### config.mk
export PLATFORM = sky130hd
export DESIGN_NAME = instr_fetch_unit_flat
export DESIGN_NICKNAME = d
export VERILOG_FILES = /design/src/rtl/instr_fetch_unit_if.sv /design/src/rtl/instr_fetch_unit.sv /design/src/flat_wrapper.sv
export SDC_FILE = /design/constraint.sdc
export NUM_CORES = 1
export LEC_CHECK = 0
export ABC_AREA = 1
export CAP_MARGIN = 20
export CORE_AREA = 2 2 75 77
export DETAILED_ROUTE_END_ITERATION = 10
export DIE_AREA = 0 0 77 79
export GPL_ROUTABILITY_DRIVEN = 0
export PLACE_DENSITY = 0.79
export SLEW_MARGIN = 5
export SYNTH_ARGS = -nofsm -noshare
export SYNTH_HDL_FRONTEND = slang
export SYNTH_SLANG_ARGS = --single-unit
### constraint.sdc
create_clock -name clk -period 2.4 [get_ports clk]
set_clock_uncertainty 0.15 [all_clocks]
set_input_delay 0.36 -clock clk [delete_from_list [all_inputs] [get_ports clk]]
set_output_delay 0.36 -clock clk [all_outputs]
set_load 0.01 [all_outputs]
### src/rtl/instr_fetch_unit_if.sv
// Fetch-unit bus: program-memory read port, instruction-issue handshake and jump redirect.
// The master side is the fetch unit; the slave side is the memory plus execute core.
interface instr_fetch_unit_if #(
    parameter int ADDR_W  = 8,
    parameter int INSTR_W = 32
);
    logic               imem_rd_en;
    logic [ADDR_W-1:0]  imem_addr;
    logic [INSTR_W-1:0] imem_rdata;
    logic [INSTR_W-1:0] ir_out;
    logic               ir_valid;
    logic               ir_ready;
    logic               jmp_req;
    logic [ADDR_W-1:0]  jmp_target;

    modport master (
        output imem_rd_en, imem_addr, ir_out, ir_valid,
        input  imem_rdata, ir_ready, jmp_req, jmp_target
    );

    modport slave (
        input  imem_rd_en, imem_addr, ir_out, ir_valid,
        output imem_rdata, ir_ready, jmp_req, jmp_target
    );
endinterface

### src/rtl/instr_fetch_unit.sv
// Instruction fetch/issue sequencer: owns the PC, reads program memory, issues words to the core.
// Build option: define IFU_PC_WRAP_EN to let the sequential PC wrap from the last address to 0.
module instr_fetch_unit #(
    parameter int                ADDR_W   = 8,
    parameter int                INSTR_W  = 32,
    parameter logic [4:0]        HLT_OP   = 5'b11111,
    parameter logic [ADDR_W-1:0] START_PC = '0
) (
    input  logic                clk,
    input  logic                sys_rst,
    input  logic                start,
    instr_fetch_unit_if.master  bus,
    output logic [ADDR_W-1:0]   pc,
    output logic                busy,
    output logic                halted,
    output logic                pc_err
);

    typedef enum logic [2:0] {
        IDLE,
        FETCH,
        WAIT,
        ISSUE,
        HALT
    } state_t;

`ifndef IFU_PC_WRAP_EN
    localparam logic [ADDR_W-1:0] PC_MAX = '1;
`endif

    state_t             state_q, state_d;
    logic [ADDR_W-1:0]  pc_q, pc_d;
    logic [INSTR_W-1:0] ir_q, ir_d;
    logic               ir_valid_q, ir_valid_d;
    logic               pc_err_q, pc_err_d;
    logic               handshake;
    logic               is_hlt;

    assign handshake = ir_valid_q & bus.ir_ready;
    assign is_hlt    = (bus.imem_rdata[INSTR_W-1 -: 5] == HLT_OP);

    always_comb begin
        // NOTE: every next-value signal gets its hold value first, so no branch can leave
        // one unassigned and no latch is inferred.
        state_d    = state_q;
        pc_d       = pc_q;
        ir_d       = ir_q;
        ir_valid_d = ir_valid_q;
        pc_err_d   = pc_err_q;

        case (state_q)
            IDLE: begin
                if (start) begin
                    pc_d    = START_PC;
                    state_d = FETCH;
                end
            end
            FETCH: state_d = WAIT;
            WAIT: begin
                // A halt word is never issued; pc keeps pointing at it.
                if (is_hlt) begin
                    state_d = HALT;
                end else begin
                    ir_d       = bus.imem_rdata;
                    ir_valid_d = 1'b1;
                    state_d    = ISSUE;
                end
            end
            ISSUE: begin
                if (handshake) begin
                    ir_valid_d = 1'b0;
                    if (bus.jmp_req) begin
                        pc_d    = bus.jmp_target;
                        state_d = FETCH;
                    end
`ifdef IFU_PC_WRAP_EN
                    else begin
                        pc_d    = pc_q + ADDR_W'(1);
                        state_d = FETCH;
                    end
`else
                    else if (pc_q == PC_MAX) begin
                        pc_err_d = 1'b1;
                        state_d  = HALT;
                    end else begin
                        pc_d    = pc_q + ADDR_W'(1);
                        state_d = FETCH;
                    end
`endif
                end
            end
            HALT: begin
                if (start) begin
                    pc_d     = START_PC;
                    pc_err_d = 1'b0;
                    state_d  = FETCH;
                end
            end
            default: state_d = IDLE;
        endcase
    end

    always_ff @(posedge clk) begin
        // NOTE: non-blocking assignments so every register samples pre-edge values,
        // independent of statement order.
        if (sys_rst) begin
            state_q    <= IDLE;
            pc_q       <= START_PC;
            ir_q       <= '0;
            ir_valid_q <= 1'b0;
            pc_err_q   <= 1'b0;
        end else begin
            state_q    <= state_d;
            pc_q       <= pc_d;
            ir_q       <= ir_d;
            ir_valid_q <= ir_valid_d;
            pc_err_q   <= pc_err_d;
        end
    end

    assign bus.imem_rd_en = (state_q == FETCH);
    assign bus.imem_addr  = pc_q;
    assign bus.ir_out     = ir_q;
    assign bus.ir_valid   = ir_valid_q;
    assign pc             = pc_q;
    assign busy           = (state_q == FETCH) || (state_q == WAIT) || (state_q == ISSUE);
    assign halted         = (state_q == HALT);
    assign pc_err         = pc_err_q;

endmodule

### src/flat_wrapper.sv
// flat-port wrapper written by rule: the top's interface ports become plain ports
module instr_fetch_unit_flat 
#(
    parameter int                ADDR_W   = 8,
    parameter int                INSTR_W  = 32,
    parameter logic [4:0]        HLT_OP   = 5'b11111,
    parameter logic [ADDR_W-1:0] START_PC = '0
)
  (clk, sys_rst, start, pc, busy, halted, pc_err, bus_imem_rd_en, bus_imem_addr, bus_ir_out, bus_ir_valid, bus_imem_rdata, bus_ir_ready, bus_jmp_req, bus_jmp_target);
  instr_fetch_unit_if #(.ADDR_W(ADDR_W), .INSTR_W(INSTR_W)) bus_i ();
  input  logic clk;
  input  logic sys_rst;
  input  logic start;
  output logic [ADDR_W-1:0] pc;
  output logic busy;
  output logic halted;
  output logic pc_err;
  output wire logic [$bits(bus_i.imem_rd_en)-1:0] bus_imem_rd_en;
  output wire logic [$bits(bus_i.imem_addr)-1:0] bus_imem_addr;
  output wire logic [$bits(bus_i.ir_out)-1:0] bus_ir_out;
  output wire logic [$bits(bus_i.ir_valid)-1:0] bus_ir_valid;
  input wire logic [$bits(bus_i.imem_rdata)-1:0] bus_imem_rdata;
  input wire logic [$bits(bus_i.ir_ready)-1:0] bus_ir_ready;
  input wire logic [$bits(bus_i.jmp_req)-1:0] bus_jmp_req;
  input wire logic [$bits(bus_i.jmp_target)-1:0] bus_jmp_target;
  assign bus_imem_rd_en = bus_i.imem_rd_en;
  assign bus_imem_addr = bus_i.imem_addr;
  assign bus_ir_out = bus_i.ir_out;
  assign bus_ir_valid = bus_i.ir_valid;
  assign bus_i.imem_rdata = bus_imem_rdata;
  assign bus_i.ir_ready = bus_ir_ready;
  assign bus_i.jmp_req = bus_jmp_req;
  assign bus_i.jmp_target = bus_jmp_target;
  instr_fetch_unit #(.ADDR_W(ADDR_W), .INSTR_W(INSTR_W), .HLT_OP(HLT_OP), .START_PC(START_PC)) u_core (.clk(clk), .sys_rst(sys_rst), .start(start), .bus(bus_i), .pc(pc), .busy(busy), .halted(halted), .pc_err(pc_err));
endmodule
==> results of run 1 <==
-- through the flow --
stage / instances / hold WS [ns] / cell area (um2)
2_1_floorplan: 294 / 0.279 / 2060
3_3_place_gp: 447 / 0.299 / 3020
3_5_place_dp: 447 / 0.308 / 3020
4_1_cts: 455 / 0.322 / 3110
5_1_grt: 455 / 0.359 / 3110
6_report: 455 / 0.320 / 3110
-- flip-flops by register name, indices dropped and copies added (netlist names) --
signal / cells
u_core.bus.ir_valid: 1
u_core.state_q: 3
u_core.bus.ir_out: 32
u_core.pc_err: 1
u_core.bus.imem_addr: 8
-- critical path, delay by kind of cell, from the launching register on --
kind,cells,cell delay (ns)
buffers and inverters,2,0.70
DFF,1,0.43
and+or+nand+nor,1,0.26
-- cell usage after synthesis (all sizes together) --
library cell	count
xor2	1
nor3	2
or2	2
nand2	49
inv	18
o21ai	36
nor2	85
nand3	14
o31ai	2
buf	14
a31oi	1
ha	1
dfxtp	45
nand4	5
clkbuf	5
a21oi	14
-- path summary, 6_finish.rpt --
kind	end	slack [ns]	from
worst max-delay path	bus_imem_rd_en	0.21	u_core.state_q[0]$_SDFFE_PP0P_
worst min-delay path	u_core.pc_err$_SDFFE_PP0P_	0.32	u_core.pc_err$_SDFFE_PP0P_
worst max register to register	u_core.bus.ir_out[26]$_SDFFE_PP0P_	0.34	u_core.state_q[1]$_SDFFE_PP0P_
worst min register to register	u_core.pc_err$_SDFFE_PP0P_	0.32	u_core.pc_err$_SDFFE_PP0P_
-- power by group --
part | internal [mW] | switching (mW)
Sequential | 0.969 | 0.137
Clock | 0.205 | 0.257
Combinational | 0.639 | 0.680
-- logic make-up after synthesis --
kind of cell,count (synthesis)
adder cells (fa/ha/maj),1
flip-flops,45
XOR/XNOR,1
buffers and inverters,37
AO/OA/AOI/OAI,53
AND/OR/NAND/NOR,157
-- routing by layer --
layer  up-vias  GRT usage (%)  wire (um)
met1       975           22.5       2390
li1       1112              -          -
met3         7           7.84        594
met2        94           30.3       2450
met5         -              0          0
met4         0           4.82         77
-- layout make-up --
cell class | instances | share of cell area [%]
clock buffers | 6 | 2.33
clock inverters | 2 | 0.483
inverters | 18 | 2.17
multi-input cells | 212 | 31.2
flip-flops and latches | 45 | 29.0
well taps | 72 | 2.90
repair buffers | 100 | 31.9
==> impl_metrics.json, run 1 <==
{
  "pin_count": 98,
  "synth_area_leaders": "dfxtp_1 (44%), nor2_1 (15%), o21ai_0 (8.5%), nand2_1 (8.4%), a21oi_1 (3.4%)",
  "worstSetupStartpointType": "register",
  "cts_buffers": 5,
  "grt_overflow_total": 0,
  "critPathKind": "register to primary output",
  "clockBufferDepth": 2,
  "cts_resized": 0,
  "synth-seq-cells": 45,
  "synthCells": 294,
  "drt-vias-per-instance": 4.81,
  "leakagePower_nw": 1.25,
  "synth_top_family_by_area": "simple AND/OR/NAND/NOR gates",
  "cts_sinks": 45,
  "syn_nets": 340,
  "synthAdderAreaFrac_pct": 0.607,
  "timing.final.crit_share_pct": 91.3,
  "hold_buffers": 0,
  "max_freq_mhz": 456,
  "rsz0062_at_grt": "false",
  "root_buffer": "clkbuf_8",
  "setup_ws_ns": 0.208,
  "cpPeakStageDelay_ns": 0.60,
  "die_h_um": 79,
  "drt-wirelength-per-cell_um": 12.1,
  "routed_wl_um": 5520,
  "drive_gt1_share_pct": 6.79,
  "synth_top_cell_area_share_pct": 43.7,
  "tightest_slew_ns": 0.649,
  "hpwl_um": 4060,
  "worst_r2r_path_depth": 6,
  "nets": 428,
  "power.total_mw": 2.89,
  "ff_latch_area_um2": 901,
  "die-area_um2": 6080,
  "maxCapViolCount": 0,
  "crit_fanout": 5,
  "cts_setup_buffers": 0,
  "multi_input_area_um2": 971,
  "crit_slowest_cell": "clkdlybuf4s50_1",
  "fillers": 523,
  "synth-simple-area-share_pct": 32.9,
  "slew_headroom_pct": 56.7,
  "vias": 2188,
  "final_common_cell": "clkdlybuf4s50_1",
  "min_period_ns": 2.19,
  "final_cell_mix": "clkdlybuf4s50_1 (97), nor2_1 (80), nand2_1 (46)",
  "yosysWarningCount": 0,
  "crit_arrival_ns": 1.68,
  "hp-class": "register to register",
  "dr.first_iter.drc_count": 66,
  "htree_levels": 2,
  "dieWidth_um": 77,
  "synth_top_cell_by_area": "dfxtp_1",
  "clock_latency_ns": 0.29,
  "required_ns": 1.89,
  "post-route-util_pct": 58.3,
  "seq_area_frac_synth_pct": 43.7,
  "grt_max_degree": 35,
  "grt_first_pass_wirelength_um": 9230,
  "num_rows": 27,
  "status": "finished clean",
  "coreArea_um2": 5340,
  "syn_area_um2": 2060,
  "diodes": 0,
  "synth_compound_area_share_pct": 13.2,
  "area_growth_pct": 50.9,
  "holdPathStages": 2,
  "synth_area_per_cell_um2": 7.01,
  "yosysUniqueCellTypes": 27,
  "cts_tree": "built",
  "drt_pass1_iterations": 4,
  "hold_violations": 0,
  "cp-end-kind": "primary output",
  "path_cells": "inv_1 -> nor3_1 -> clkdlybuf4s50_1",
  "slew_violations": 0,
  "p_per_area_nw_per_um2": 928,
  "antenna_found_initial": 0,
  "setup_viol": 0,
  "drcViolationCount": 0,
  "start_util_pct": 38.6,
  "grt_usage_pct": 18.5,
  "final_antenna_net_count": 0,
  "grt_pass1_vias": 2002,
  "ir_drop_mv": 0.534,
  "synth-xor-area-share_pct": 0.425,
  "io_buffer_count": 97,
  "place_ws_ns": 0.119,
  "final.setup.tns_ns": 0,
  "synth.area.mux_share_pct": 0,
  "path_clk_slew_ns": 0.08
}
Power figures use the tool's default switching activity.
==> run 2: changes to the inputs <==
--- a/config.mk
+++ b/config.mk
@@ -8,6 +8,7 @@
 export ABC_AREA = 1
 export CAP_MARGIN = 20
 export CORE_AREA = 2 2 75 77
+export CTS_CLUSTER_SIZE = 28
 export DETAILED_ROUTE_END_ITERATION = 10
 export DIE_AREA = 0 0 77 79
 export GPL_ROUTABILITY_DRIVEN = 0
==> constraint.sdc (replaced) <==
create_clock -name clk -period 2.2 [get_ports clk]
set_clock_uncertainty 0.15 [all_clocks]
set_input_delay 0.33 -clock clk [delete_from_list [all_inputs] [get_ports clk]]
set_output_delay 0.33 -clock clk [all_outputs]
set_load 0.01 [all_outputs]
==> impl_metrics.json, run 2 (synthesis results as in run 1) <==
{
  "maxCapViolCount": 0,
  "timing.final.crit_share_pct": 95.2,
  "num_rows": 27,
  "crit_arrival_ns": 1.61,
  "dpl_cell_area_um2": 3060,
  "pwr-share-seq_pct": 37.3,
  "path_clk_slew_ns": 0.08,
  "drt-wirelength-per-cell_um": 12.0,
  "p_per_area_nw_per_um2": 1030,
  "diodes": 0,
  "setup_viol": 0,
  "min_period_ns": 2.09,
  "power.switching_mw": 1.19,
  "hold_violations": 0,
  "antenna_found_initial": 0,
  "vias": 2169,
  "nets": 431,
  "status": "finished clean",
  "final_cell_mix": "clkdlybuf4s50_1 (97), nor2_1 (80), nand2_1 (46)",
  "drt_pass1_iterations": 4,
  "start_util_pct": 38.6,
  "cts_sinks": 45,
  "grt_overflow_total": 0,
  "grt_max_degree": 35,
  "dp_cells": 450,
  "hold_buffers": 0,
  "routed_wl_um": 5510,
  "cts_tree": "built",
  "path_cells": "nor2_4 -> nand2_1 -> inv_2 -> clkdlybuf4s50_1",
  "root_buffer": "clkbuf_8",
  "final_cells": 458,
  "clockBufferDepth": 2,
  "cts_setup_buffers": 0,
  "worstSetupStartpointType": "register",
  "p_sw_share_pct": 36.4,
  "cts_buffers": 5,
  "coreArea_um2": 5340,
  "crit_fanout": 6,
  "cp_num_buf_inv": 2,
  "drcViolationCount": 0,
  "grt_usage_pct": 18.3,
  "leakagePower_nw": 1.29,
  "required_ns": 1.72,
  "area_growth_pct": 53.8,
  "cp-end-kind": "primary output",
  "largest_register_ffs": 32,
  "final_common_cell": "clkdlybuf4s50_1",
  "tightest_slew_ns": 0.405,
  "hpwl_um": 4150,
  "grt_first_pass_wirelength_um": 9120,
  "hp-class": "register to register",
  "r2r_slack_ns": 0.30,
  "drt-vias-per-instance": 4.74,
  "clock_latency_ns": 0.29,
  "cpPeakStageDelay_ns": 0.53,
  "cts_resized": 0,
  "p_comb_share_pct": 45.5,
  "slew_headroom_pct": 72.9,
  "max_freq_mhz": 478,
  "grt_pass1_vias": 2047,
  "place_ws_ns": 0.138,
  "critical-path-top-delay-family": "buffers and inverters",
  "io_buffer_count": 97,
  "dieWidth_um": 77,
  "internal_power_mw": 2.07,
  "pin_count": 98,
  "final_area_um2": 3170,
  "final.setup.tns_ns": 0,
  "crit_slowest_cell": "clkdlybuf4s50_1",
  "ir_drop_mv": 0.616,
  "post-route-util_pct": 59.4,
  "critPathKind": "register to primary output",
  "die_h_um": 79,
  "htree_levels": 2,
  "pwr-share-clk_pct": 17.2,
  "die-area_um2": 6080,
  "dr.first_iter.drc_count": 91,
  "setup_ws_ns": 0.106,
  "final_antenna_net_count": 0,
  "drive_gt1_share_pct": 8.03,
  "slew_violations": 0
}
[run 2: cell count changes in the layout (fill, tap and decap cells not counted)]
cell | previous run | this run
nor2_2 | 3 | 2
clkinv_2 | 0 | 1
buf_4 | 3 | 5
clkinvlp_4 | 2 | 0
nor3_2 | 1 | 2
buf_12 | 0 | 1
clkbuf_1 | 1 | 0
nor2_4 | 2 | 3
clkbuf_8 | 5 | 7
nor3_1 | 1 | 0
[run 2: layout make-up]
class	instances	area, um2
Fill cell	537	2170
Timing Repair Buffer	103	1030
Tap cell	72	90.1
Inverter	18	67.6
Clock inverter	1	5.00
Sequential cell	45	901
Clock buffer	7	96.3
Multi-Input combinational cell	212	981
[run 2: worst reg2reg max path, delay by kind of cell, from the launching register on]
| kind | cells | cell delay, ns |
|---|---|---|
| and+or+nand+nor | 4 | 0.78 |
| DFF | 1 | 0.52 |
| buffers and inverters | 2 | 0.35 |
[run 2: per-stage QoR]
stage,hold WS [ns],power (mW)
4_1_cts,0.324,3.27
2_1_floorplan,0.249,1.97
3_3_place_gp,0.298,2.68
6_report,0.322,3.26
3_5_place_dp,0.308,2.70
5_1_grt,0.351,3.49
[run 2: layer usage]
layer	GRT usage, %	share of wire (%)	up-vias
li1	-	-	1118
met1	21.7	44	958
met2	30.7	45	87
met3	6.48	9.9	6
met4	6.79	1.0	0
met5	0	0	-
[run 2: final timing paths]
path / startpoint / endpoint / cells after the start
worst max-delay path: u_core.state_q[1]$_SDFFE_PP0P_ / halted / 4
worst min-delay path: u_core.pc_err$_SDFFE_PP0P_ / u_core.pc_err$_SDFFE_PP0P_ / 2
worst max register to register: u_core.state_q[1]$_SDFFE_PP0P_ / u_core.bus.ir_out[13]$_SDFFE_PP0P_ / 6
worst min register to register: u_core.pc_err$_SDFFE_PP0P_ / u_core.pc_err$_SDFFE_PP0P_ / 2
[run 2: power groups by stage]
stage	logic [mW]	registers, mW	clock network (mW)
after floorplan	0.660	1.31	0
after global placement	1.46	1.22	0
after detailed placement	1.48	1.22	0
after CTS	1.49	1.21	0.574
after global routing	1.63	1.25	0.608
final	1.48	1.22	0.560
